[src/rtl/al_sequencer.sv]
// PROM-to-register auto-load sequencer: pops readback FIFO words, strobes AUTO_LOAD per word, retries/defaults on bad header.
// Latency: AUTO_LOAD rises RD_LAT cycles after each PF_RD; one word every RD_LAT+3 cycles. Optional watchdog: AL_TIMEOUT_EN.
// Backpressure: holds in WAIT while PF_MT is high; FINISH/DFLT stall until CDAC_DONE & BSHIFT_DONE.
module al_sequencer #(
    parameter int          NWORDS    = 34,
    parameter logic [15:0] HEADER    = 16'h4321,
    parameter int          RD_LAT    = 2,
    parameter int          MAX_RETRY = 2
`ifdef AL_TIMEOUT_EN
    ,
    parameter int          TIMEOUT   = 4095
`endif
) (
    input  logic        CLK40,
    input  logic        RST,
    input  logic        AL_START,
    input  logic        SLOW_FIFO_RST_DONE,
    input  logic        PF_MT,
    input  logic [15:0] RBK_DATA,
    input  logic        CDAC_DONE,
    input  logic        BSHIFT_DONE,
    output logic        PF_RD,
    output logic        AUTO_LOAD,
    output logic        AUTO_LOAD_ENA,
    output logic [5:0]  AL_CNT,
    output logic        CLR_AL_DONE,
    output logic        AL_RESTART,
    output logic        LOAD_DFLT,
    output logic        AL_ABORT,
    output logic        AL_DONE,
    output logic [2:0]  AL_STATUS
);

    typedef enum logic [3:0] {
        S_IDLE,
        S_WAIT,
        S_LAT,
        S_CHK,
        S_NEXT,
        S_FINISH,
        S_RESTART,
        S_RST_LO,
        S_RST_HI,
        S_DFLT
    } state_t;

    localparam logic [5:0] LAST_CNT   = 6'(NWORDS - 1);
    localparam logic [2:0] STAT_IDLE  = 3'd0;
    localparam logic [2:0] STAT_LOAD  = 3'd1;
    localparam logic [2:0] STAT_OK    = 3'd2;
    localparam logic [2:0] STAT_RETRY = 3'd3;
    localparam logic [2:0] STAT_DFLT  = 3'd4;
`ifdef AL_TIMEOUT_EN
    localparam logic [2:0] STAT_TMO   = 3'd5;
`endif

    state_t      state, state_d;
    logic        start_q;
    logic [1:0]  lat, lat_d;
    logic [2:0]  retry, retry_d;
    logic [15:0] data_q, data_d;
    logic        pf_rd_d, auto_load_d, ena_d, clr_d, restart_d;
    logic        dflt_d, abort_d, done_d;
    logic [5:0]  cnt_d;
    logic [2:0]  status_d;
    logic        start_edge;
`ifdef AL_TIMEOUT_EN
    logic [11:0] wdog, wdog_d;
`endif

    assign start_edge = AL_START & ~start_q;

    always_comb begin
        state_d     = state;
        lat_d       = lat;
        retry_d     = retry;
        data_d      = data_q;
        pf_rd_d     = 1'b0;
        auto_load_d = 1'b0;
        clr_d       = 1'b0;
        restart_d   = 1'b0;
        ena_d       = AUTO_LOAD_ENA;
        cnt_d       = AL_CNT;
        dflt_d      = LOAD_DFLT;
        abort_d     = AL_ABORT;
        done_d      = AL_DONE;
        status_d    = AL_STATUS;
`ifdef AL_TIMEOUT_EN
        wdog_d      = 12'd0;
`endif
        case (state)
            S_IDLE: begin
                if (start_edge) begin
                    clr_d    = 1'b1;
                    ena_d    = 1'b1;
                    status_d = STAT_LOAD;
                    cnt_d    = 6'd0;
                    abort_d  = 1'b0;
                    dflt_d   = 1'b0;
                    done_d   = 1'b0;
                    state_d  = S_WAIT;
                end
            end
            S_WAIT: begin
`ifdef AL_TIMEOUT_EN
                if (wdog == 12'(TIMEOUT)) begin
                    status_d = STAT_TMO;
                    state_d  = S_RESTART;
                end else if (!PF_MT) begin
                    pf_rd_d = 1'b1;
                    lat_d   = 2'd1;
                    state_d = S_LAT;
                end else begin
                    wdog_d = wdog + 12'd1;
                end
`else
                if (!PF_MT) begin
                    pf_rd_d = 1'b1;
                    lat_d   = 2'd1;
                    state_d = S_LAT;
                end
`endif
            end
            S_LAT: begin
                // Capture completes even if the FIFO went empty behind the pop.
                if (lat == 2'(RD_LAT)) begin
                    auto_load_d = 1'b1;
                    data_d      = RBK_DATA;
                    state_d     = S_CHK;
                end else begin
                    lat_d = lat + 2'd1;
                end
            end
            S_CHK: begin
                if (AL_CNT == 6'd0 && data_q != HEADER) begin
                    abort_d  = 1'b1;
                    status_d = STAT_RETRY;
                    state_d  = S_RESTART;
                end else begin
                    state_d = S_NEXT;
                end
            end
            S_NEXT: begin
                if (AL_CNT == LAST_CNT) begin
                    state_d = S_FINISH;
                end else begin
                    cnt_d   = AL_CNT + 6'd1;
                    state_d = S_WAIT;
                end
            end
            S_FINISH: begin
                if (CDAC_DONE && BSHIFT_DONE) begin
                    done_d   = 1'b1;
                    status_d = STAT_OK;
                    ena_d    = 1'b0;
                    retry_d  = 3'd0;
                    state_d  = S_IDLE;
                end
            end
            S_RESTART: begin
                if (retry < 3'(MAX_RETRY)) begin
                    retry_d   = retry + 3'd1;
                    restart_d = 1'b1;
                    state_d   = S_RST_LO;
                end else begin
                    dflt_d   = 1'b1;
                    status_d = STAT_DFLT;
                    state_d  = S_DFLT;
                end
            end
            S_RST_LO: begin
                if (!SLOW_FIFO_RST_DONE) begin
                    state_d = S_RST_HI;
                end
            end
            S_RST_HI: begin
                if (SLOW_FIFO_RST_DONE) begin
                    clr_d    = 1'b1;
                    cnt_d    = 6'd0;
                    abort_d  = 1'b0;
                    dflt_d   = 1'b0;
                    status_d = STAT_LOAD;
                    state_d  = S_WAIT;
                end
            end
            S_DFLT: begin
                // Retry budget is per load, so a later AL_START gets a fresh set of attempts.
                if (CDAC_DONE && BSHIFT_DONE) begin
                    done_d  = 1'b1;
                    ena_d   = 1'b0;
                    retry_d = 3'd0;
                    state_d = S_IDLE;
                end
            end
            default: state_d = S_IDLE;
        endcase
    end

    always_ff @(posedge CLK40) begin
        start_q <= AL_START;
        if (RST) begin
            state         <= S_IDLE;
            lat           <= 2'd0;
            retry         <= 3'd0;
            data_q        <= 16'd0;
            PF_RD         <= 1'b0;
            AUTO_LOAD     <= 1'b0;
            AUTO_LOAD_ENA <= 1'b0;
            AL_CNT        <= 6'd0;
            CLR_AL_DONE   <= 1'b0;
            AL_RESTART    <= 1'b0;
            LOAD_DFLT     <= 1'b0;
            AL_ABORT      <= 1'b0;
            AL_DONE       <= 1'b0;
            AL_STATUS     <= STAT_IDLE;
`ifdef AL_TIMEOUT_EN
            wdog          <= 12'd0;
`endif
        end else begin
            state         <= state_d;
            lat           <= lat_d;
            retry         <= retry_d;
            data_q        <= data_d;
            PF_RD         <= pf_rd_d;
            AUTO_LOAD     <= auto_load_d;
            AUTO_LOAD_ENA <= ena_d;
            AL_CNT        <= cnt_d;
            CLR_AL_DONE   <= clr_d;
            AL_RESTART    <= restart_d;
            LOAD_DFLT     <= dflt_d;
            AL_ABORT      <= abort_d;
            AL_DONE       <= done_d;
            AL_STATUS     <= status_d;
`ifdef AL_TIMEOUT_EN
            wdog          <= wdog_d;
`endif
        end
    end

endmodule

[config.mk]
export PLATFORM = sky130hd
export DESIGN_NAME = al_sequencer
export DESIGN_NICKNAME = d
export VERILOG_FILES = /design/src/rtl/al_sequencer.sv
export SDC_FILE = /design/constraint.sdc
export NUM_CORES = 1
export LEC_CHECK = 0
export ABC_AREA = 0
export ABC_CLOCK_PERIOD_IN_PS = 3890
export CORE_ASPECT_RATIO = 0.6
export CORE_MARGIN = 2
export CORE_UTILIZATION = 55
export DETAILED_ROUTE_END_ITERATION = 10
export PLACE_DENSITY_LB_ADDON = 0.12
export RECOVER_POWER = 25
export SKIP_CTS_REPAIR_TIMING = 1
export SYNTH_ARGS = -nofsm -noshare
export SYNTH_HDL_FRONTEND = slang
export SYNTH_SLANG_ARGS = --single-unit
[constraint.sdc]
create_clock -name CLK40 -period 3.89 [get_ports CLK40]
set_clock_uncertainty 0.1 [all_clocks]
set_input_delay 1.167 -clock CLK40 [delete_from_list [all_inputs] [get_ports CLK40]]
set_output_delay 1.167 -clock CLK40 [all_outputs]
set_load 0.02 [all_outputs]
# Word-level counts from Yosys, hierarchy flattened
# Cells that the tools add are included.
[op_classes]
n_eq_ne = 24
magnitude_cmp = 1
bitwise_logic = 5
reduce_logical = 24
n_mux = 43
add_sub_neg = 3
[op_table]
columns = ["op", "count"]
rows = [
  ["one-hot mux 4 bit (9 select lines)", 1],
  ["two-way mux 4 bit", 7],
  ["two-way mux 3 bit", 8],
  ["inequality test 2 bit (second input constant)", 11],
  ["two-way mux 6 bit", 3],
  ["one-hot mux 6 bit (3 select lines)", 1],
  ["equality test 4 x 3 -> 1 bit (second input constant)", 4],
  ["inequality test 16 x 15 -> 1 bit (second input constant)", 1],
  ["one-hot mux 3 bit (5 select lines)", 1],
  ["two-way mux 1 bit", 12],
  ["AND reduction 4 bit", 3],
  ["AND reduction 6 bit", 2],
  ["AND reduction 3 bit", 3],
  ["nonzero test 3 bit", 3],
  ["equality test 4 x 2 -> 1 bit (second input constant)", 2],
  ["equality test 4 bit (second input constant)", 2],
  ["OR reduction 2 bit", 4],
  ["adder 6 x 1 -> 6 bit (second input constant)", 1],
  ["equality test 6 bit (second input constant)", 1],
  ["zero test 6 bit", 1],
  ["two-way mux 2 bit", 3],
  ["one-hot mux 1 bit (2 select lines)", 3],
  ["one-hot mux 1 bit (3 select lines)", 2],
  ["one-hot mux 3 bit (2 select lines)", 1],
  ["other kinds (14)", 20],
]
[totals]
input_bits = 23
word_cells = 115
regBits = 43
output_inout_bits = 17

# Logic depth before layout (Yosys ltp)
# Gate-level depths: netlist of the first run.
[depth]
depth_word = 4
depth_mapped = 7

# Least setup slack after synthesis of the first run
# No wires, ideal clock.
[synth_path]
kind = "input-to-reg"
start = "in AL_START"
end = "reg AL_STATUS[2]"
required_ns = 3.667
setup_slack_ns = 1.333
cell_stages = 5
arrival_time_ns = 2.334
setup_time_ns = 0.123
path_cell_list = "or3b_4 > a21boi_4 > o311a_2 > o21ai_2 > mux2_1"
[synth_between]
elab_chain_cells = 3
[synth_lines]
columns = ["item", "line_no", "rtl"]
rows = [
  ["from (decl)", "16", "input logic AL_START,"],
  ["AND 1 bit", "71", "assign start_edge = AL_START & ~start_q;"],
  ["inequality test 2 bit (no source line)", "-", ""],
  ["AND reduction 6 bit (no source line)", "-", ""],
  ["to (signal assigned)", "233", "AL_STATUS <= status_d;"],
  ["to (decl)", "31", "output logic [2:0] AL_STATUS"],
]
# Every way passes these cells.
# A chain may end at the register's enable or synchronous reset.

# Worst setup path after layout of the first run
# Same ends and word-level chain as after synthesis.

==> results of run 1 <==
[power by group through the flow]
| stage | sequential [mW] | combinational, mW | clock [mW] |
|---|---|---|---|
| finish | 0.543 | 0.360 | 0.275 |
| global route | 0.551 | 0.401 | 0.294 |
| CTS | 0.541 | 0.360 | 0.277 |
| detailed placement | 0.552 | 0.355 | 0 |
| global placement | 0.550 | 0.348 | 0 |
| floorplan | 0.531 | 0.280 | 0 |
[final cells by class]
type / count / area, µm²
clock inverters: 2 / 12.5
multi-input cells: 174 / 1060
well taps: 47 / 58.8
flip-flops and latches: 43 / 861
clock buffers: 6 / 72.6
inverters: 9 / 33.8
repair buffers: 41 / 402
fillers: 295 / 1090
[stage by stage]
| step | total power [mW] | hold WS, ps | worst slack (ps) | instance area, µm² | instances |
|---|---|---|---|---|---|
| floorplan | 0.810 | 332 | 1330 | 2030 | 239 |
| global placement | 0.898 | 340 | 772 | 2420 | 314 |
| detailed placement | 0.907 | 347 | 710 | 2420 | 314 |
| CTS | 1.18 | 360 | 1000 | 2510 | 322 |
| global route | 1.24 | 374 | 875 | 2500 | 322 |
| finish | 1.18 | 356 | 925 | 2500 | 322 |
[sequential cells by signal (all words and copies together), names as in the netlist, 2 cells and up]
| name | flops |
|---|---|
| state | 4 |
| data_q | 16 |
| lat | 2 |
| AL_CNT | 6 |
| AL_STATUS | 3 |
| retry | 3 |
[worst max-delay path by stage]
| stage | from | endpoint | cells after the start |
|---|---|---|---|
| 6_report | AL_START | AL_STATUS[2]$_SDFFE_PP0P_ | 6 |
| 5_1_grt | AL_START | AL_STATUS[0]$_SDFFE_PP0P_ | 6 |
| 4_1_cts | AL_START | AL_STATUS[2]$_SDFFE_PP0P_ | 6 |
| 3_5_place_dp | AL_START | AL_STATUS[2]$_SDFFE_PP0P_ | 6 |
| 3_3_place_gp | AL_START | AL_STATUS[2]$_SDFFE_PP0P_ | 6 |
| 2_1_floorplan | AL_START | AL_STATUS[2]$_SDFFE_PP0P_ | 5 |
[critical path, delay by kind of cell]
family / cells / cell delay, ps
buf+inv: 1 / 530
simple gates: 1 / 410
compound gates: 3 / 610
mux: 1 / 320
[cell usage after synthesis, types with 2 or more instances]
| master | instances | area [µm²] |
|---|---|---|
| nor2b_1 | 8 | 50.1 |
| dfxtp_1 | 43 | 861 |
| or3_1 | 3 | 18.8 |
| a21oi_1 | 30 | 150 |
| nand4_1 | 2 | 12.5 |
| nor3_2 | 3 | 30.0 |
| nor4b_1 | 2 | 17.5 |
| o2111ai_1 | 2 | 17.5 |
| and4b_1 | 2 | 20.0 |
| xnor2_1 | 4 | 35.0 |
| nand3_1 | 6 | 30.0 |
| ha_1 | 5 | 62.6 |
| nand2_1 | 39 | 146 |
| buf_4 | 2 | 15.0 |
| or2_1 | 4 | 25.0 |
| nor3_1 | 12 | 60.1 |
| nand2b_1 | 4 | 25.0 |
| o21ai_0 | 4 | 20.0 |
| nor4_1 | 4 | 25.0 |
| clkbuf_1 | 6 | 22.5 |
| buf_2 | 4 | 20.0 |
| inv_1 | 8 | 30.0 |
| nor2_1 | 14 | 52.6 |
[kinds of logic after synthesis]
logic type	synth area share, %
AND/OR/NAND/NOR	28.8
AO/OA/AOI/OAI	17.9
flip-flops	42.5
buffers and inverters	5.06
XOR/XNOR	2.16
adder cells (fa/ha/maj)	3.09
multiplexers	0.556
[layer usage]
metal	track usage (%)	share of wire (%)
met1	36.9	51
met2	32.9	39
met3	6.54	8.0
met4	7.22	1.4
met5	0	0
==> impl_metrics.csv, run 1 <==
group,metric,value,unit
status,outcome,"finished, final reports clean",
power,leakage,0.863,nW
route,firstDrtPassIters,4,
cells_and_area,final_common_cell,"dfxtp_1",
critical_path,r2r_slack,1420,ps
yosys,ys_types,51,
timing,slew_headroom,36.3,%
power,pwr-share-comb,30.6,%
cts,cts_buffers,5,
cts,path_clk_slew,80,ps
hold_path,min_path_type,"register to register",
floorplan,io_pins,40,
floorplan,coreArea,3590,µm²
timing,final_max_slew_viol_count,0,
cts,cts_buffer_depth,2,
yosys,ys_seq_elements,43,
route,drtIter0Drc,121,
critical_path,critPathSlowestCell,"dlygate4sd3_1",
power,peakVddDrop,0.312,mV
cells_and_area,layout_common_cells,"dfxtp_1 (43), nand2_1 (39), clkdlybuf4s50_1 (31)",
placement,finalWeightedCongestion,0.896,
yosys,synth_fp_nets,267,
yosys,postSynthCellCount,239,
global_route,grt_pass1_wl,7650,µm
timing,max_freq,337,MHz
yosys,ys_async_sr_fraction,0,%
critical_path,slowest_delay,530,ps
cells_and_area,area_growth,23.5,%
critical_path,reg2reg_from,"state[1]$_SDFFE_PP0P_",
global_route,grt_use_total,24.2,%
yosys,synth_edf_count,0,
timing,hold_violations,0,
timing,rsz0062_at_grt,"false",
timing,finalSetupTns,0,ps
power,p_int,0.772,mW
global_route,overflow,0,
placement,dpl.hpwl,3340,µm
floorplan,die_w,82.4,µm
global_route,grt_max_degree,22,
cells_and_area,drive_gt1_share,8.00,%
global_route,antenna_found_initial,0,
global_route,grt_pass1_vias,1612,
critical_path,cp-start-kind,"input pin",
yosys,syn_area_per_cell,8.48,µm²
critical_path,critPathMaxFanout,8,
floorplan,dieArea,4200,µm²
yosys,synthFlopType,"dfxtp_1",
cts,htree_levels,2,
cts,insertion_delay,290,ps
cts,cts.sinks,43,
cells_and_area,finish.utilization,69.6,%
critical_path,cp.arrival,3040,ps
route,vias,1799,
power,seqPwrFrac,46.1,%
flow_run,max_cap_viol_count,0,
critical_path,critPathKind,"input pin to register",
critical_path,r2r_end,"AL_STATUS[2]$_SDFFE_PP0P_",
power,p_per_area,470,nW/µm²
power,p_clk_share,23.3,%
power,swShare,34.4,%
cells_and_area,antenna_cells,0,
route,wire_per_inst,14.4,µm
route,totalWireLength,4620,µm
cts,root_buffer,"clkbuf_8",
timing,period_needed,2970,ps
placement,io_buffers,39,
timing,period_share,76.2,%
yosys,seq_area_frac_synth,42.5,%
timing,tightest_slew,950,ps
hold_path,worstHoldStart,"data_q[0]$_SDFFE_PP0P_",
cells_and_area,fin_nets,302,
route,vias_per_cell,5.59,
floorplan,die_h,51.0,µm
route,drc_errors,0,
critical_path,worstPathCellList,"dlygate4sd3_1, or3b_4, a21boi_4, o311a_2, o21ai_2, mux2_1",
critical_path,rr_worst_depth,5,
hold_path,min_to,"data_q[0]$_SDFFE_PP0P_",
critical_path,cp-end-kind,"register",
route,ant_nets,0,
cts,cts_tree,"done",
hold_path,whs_path_depth,2,
floorplan,row_count,17,
yosys,syn-cell-area,2030,µm²
timing,setup_viol,0,
critical_path,crit_required,3970,ps
floorplan,start_util,56.4,%
yosys,yosysWarnings,0,
power,switchingPower,0.405,mW
No activity file was read; power rests on OpenSTA's default activity.
==> run 2, diff against run 1 <==
--- a/config.mk
+++ b/config.mk
@@ -6,10 +6,10 @@
 export NUM_CORES = 1
 export LEC_CHECK = 0
 export ABC_AREA = 0
-export ABC_CLOCK_PERIOD_IN_PS = 3890
+export ABC_CLOCK_PERIOD_IN_PS = 2900
 export CORE_ASPECT_RATIO = 0.6
 export CORE_MARGIN = 2
-export CORE_UTILIZATION = 55
+export CORE_UTILIZATION = 51
 export DETAILED_ROUTE_END_ITERATION = 10
 export PLACE_DENSITY_LB_ADDON = 0.12
 export RECOVER_POWER = 25
==> constraint.sdc (replaced) <==
create_clock -name CLK40 -period 2.9 [get_ports CLK40]
set_clock_uncertainty 0.1 [all_clocks]
set_input_delay 0.87 -clock CLK40 [delete_from_list [all_inputs] [get_ports CLK40]]
set_output_delay 0.87 -clock CLK40 [all_outputs]
set_load 0.02 [all_outputs]
==> impl_metrics.csv, run 2 (synthesis results as in run 1) <==
group,metric,value,unit
status,outcome,"finished, final reports clean",
cells_and_area,largest_reg_flops,16,
route,drtIter0Drc,75,
floorplan,die_w,85.4,µm
cts,root_buffer,"clkbuf_8",
timing,setup_viol,0,
power,swShare,32.5,%
critical_path,critPathKind,"input pin to register",
placement,place_inst,321,
critical_path,cp-end-kind,"register",
cells_and_area,largestRegisters,"data_q x16, AL_CNT x6, state x4",
route,ant_nets,0,
critical_path,critPathMaxFanout,6,
critical_path,r2r_slack,740,ps
flow_run,max_cap_viol_count,0,
critical_path,cp.arrival,2670,ps
timing,tightest_slew,673,ps
cells_and_area,drive_gt1_share,10.3,%
critical_path,worstPathCellList,"dlygate4sd3_1, or3b_4, nand3_1, o311ai_2, a2111oi_0, nor3_1",
global_route,grt_pass1_wl,7700,µm
critical_path,slowest_delay,530,ps
critical_path,r2r_end,"AL_STATUS[2]$_SDFFE_PP0P_",
cells_and_area,final_common_cell,"dfxtp_1",
placement,place_area,2470,µm²
timing,slew_headroom,54.7,%
global_route,grt_max_degree,18,
cells_and_area,final_cell_area,2580,µm²
floorplan,row_count,17,
timing,period_needed,2590,ps
power,seqPwrFrac,40.6,%
global_route,overflow,0,
placement,dpl.hpwl,3420,µm
power,p_total,1.71,mW
cells_and_area,fin_nets,309,
power,p_int,1.15,mW
route,vias_per_cell,5.50,
cells_and_area,antenna_cells,0,
cts,cts_tree,"done",
cells_and_area,area_growth,27.3,%
global_route,antenna_found_initial,0,
hold_path,worstHoldStart,"data_q[14]$_SDFFE_PP0P_",
hold_path,min_to,"data_q[14]$_SDFFE_PP0P_",
cts,insertion_delay,290,ps
power,peakVddDrop,0.434,mV
route,met1Wirelength,2390,µm
global_route,grt_use_total,22.3,%
timing,hold_violations,0,
critical_path,cp-start-kind,"input pin",
cts,htree_levels,2,
critical_path,rr_worst_depth,5,
route,totalWireLength,4610,µm
placement,finalWeightedCongestion,0.881,
floorplan,dieArea,4510,µm²
cells_and_area,layout_common_cells,"dfxtp_1 (43), nand2_1 (39), clkdlybuf4s50_1 (37)",
critical_path,reg2reg_from,"state[2]$_SDFFE_PP0P_",
critical_path,crit_required,2970,ps
timing,rsz0062_at_grt,"false",
route,wire_per_inst,14.0,µm
floorplan,io_pins,40,
route,drc_errors,0,
cells_and_area,fin_cells,329,
floorplan,die_h,52.8,µm
cts,cts_buffer_depth,2,
global_route,grt_pass1_vias,1608,
floorplan,start_util,54.1,%
route,met2_length,1840,µm
cts,path_clk_slew,80,ps
floorplan,coreArea,3740,µm²
route,vias,1809,
route,route.met3.wl,321,µm
cells_and_area,largest-register,"data_q",
hold_path,whs_path_depth,2,
cts,cts_buffers,5,
route,dr.max_layer_used,"met4",
cells_and_area,finish.utilization,68.9,%
timing,period_share,89.4,%
route,firstDrtPassIters,4,
timing,final_max_slew_viol_count,0,
power,leakage,0.893,nW
cts,cts.sinks,43,
timing,max_freq,386,MHz
hold_path,min_path_type,"register to register",
placement,io_buffers,39,
power,p_clk_share,27.3,%
critical_path,critPathSlowestCell,"dlygate4sd3_1",
power,p_per_area,663,nW/µm²
power,switchingPower,0.555,mW
timing,finalSetupTns,0,ps
power,pwr-share-comb,32.1,%
## run 2: through the flow
step	worst slack, ps	hold WS, ps
after floorplan	640	332
after global placement	169	342
after detailed placement	90.3	348
after CTS	388	360
after global routing	186	382
final	307	360
## run 2: power groups by stage
stage          combinational [mW]  sequential, mW  clock, mW
3_5_place_dp                0.545           0.707          0
4_1_cts                     0.550           0.693      0.474
6_report                    0.549           0.694      0.466
3_3_place_gp                0.540           0.705          0
2_1_floorplan               0.375           0.712          0
5_1_grt                     0.599           0.701      0.504
## run 2: layout make-up
class | instances | area, µm²
fill | 313 | 1160
multi-input combinational | 174 | 1060
sequential | 43 | 861
timing repair buffer | 48 | 450
clock buffer | 5 | 68.8
tap | 47 | 58.8
clock inverter | 3 | 43.8
inverter | 9 | 33.8
## run 2: worst max-delay path: cells and delay by family
family,cells,cell delay [ps]
AOI/OAI and AO/OA,2,640
buffers and inverters,1,530
and+or+nand+nor,3,620
## run 2: worst max path at each step
stage,start,cells past startpoint,end
after floorplan,AL_START,5,AL_STATUS[2]$_SDFFE_PP0P_
after global placement,AL_START,6,state[3]$_SDFFE_PP0P_
after detailed placement,AL_START,6,state[1]$_SDFFE_PP0P_
after CTS,AL_START,6,state[1]$_SDFFE_PP0P_
after global routing,AL_START,6,state[1]$_SDFFE_PP0P_
final,AL_START,6,state[1]$_SDFFE_PP0P_
## run 2: routing by layer
layer  GRT usage, %  up-vias
li1               -      927
met1           33.4      818
met2           31.0       55
met3           5.51        9
met4           6.88        0
met5              0        -
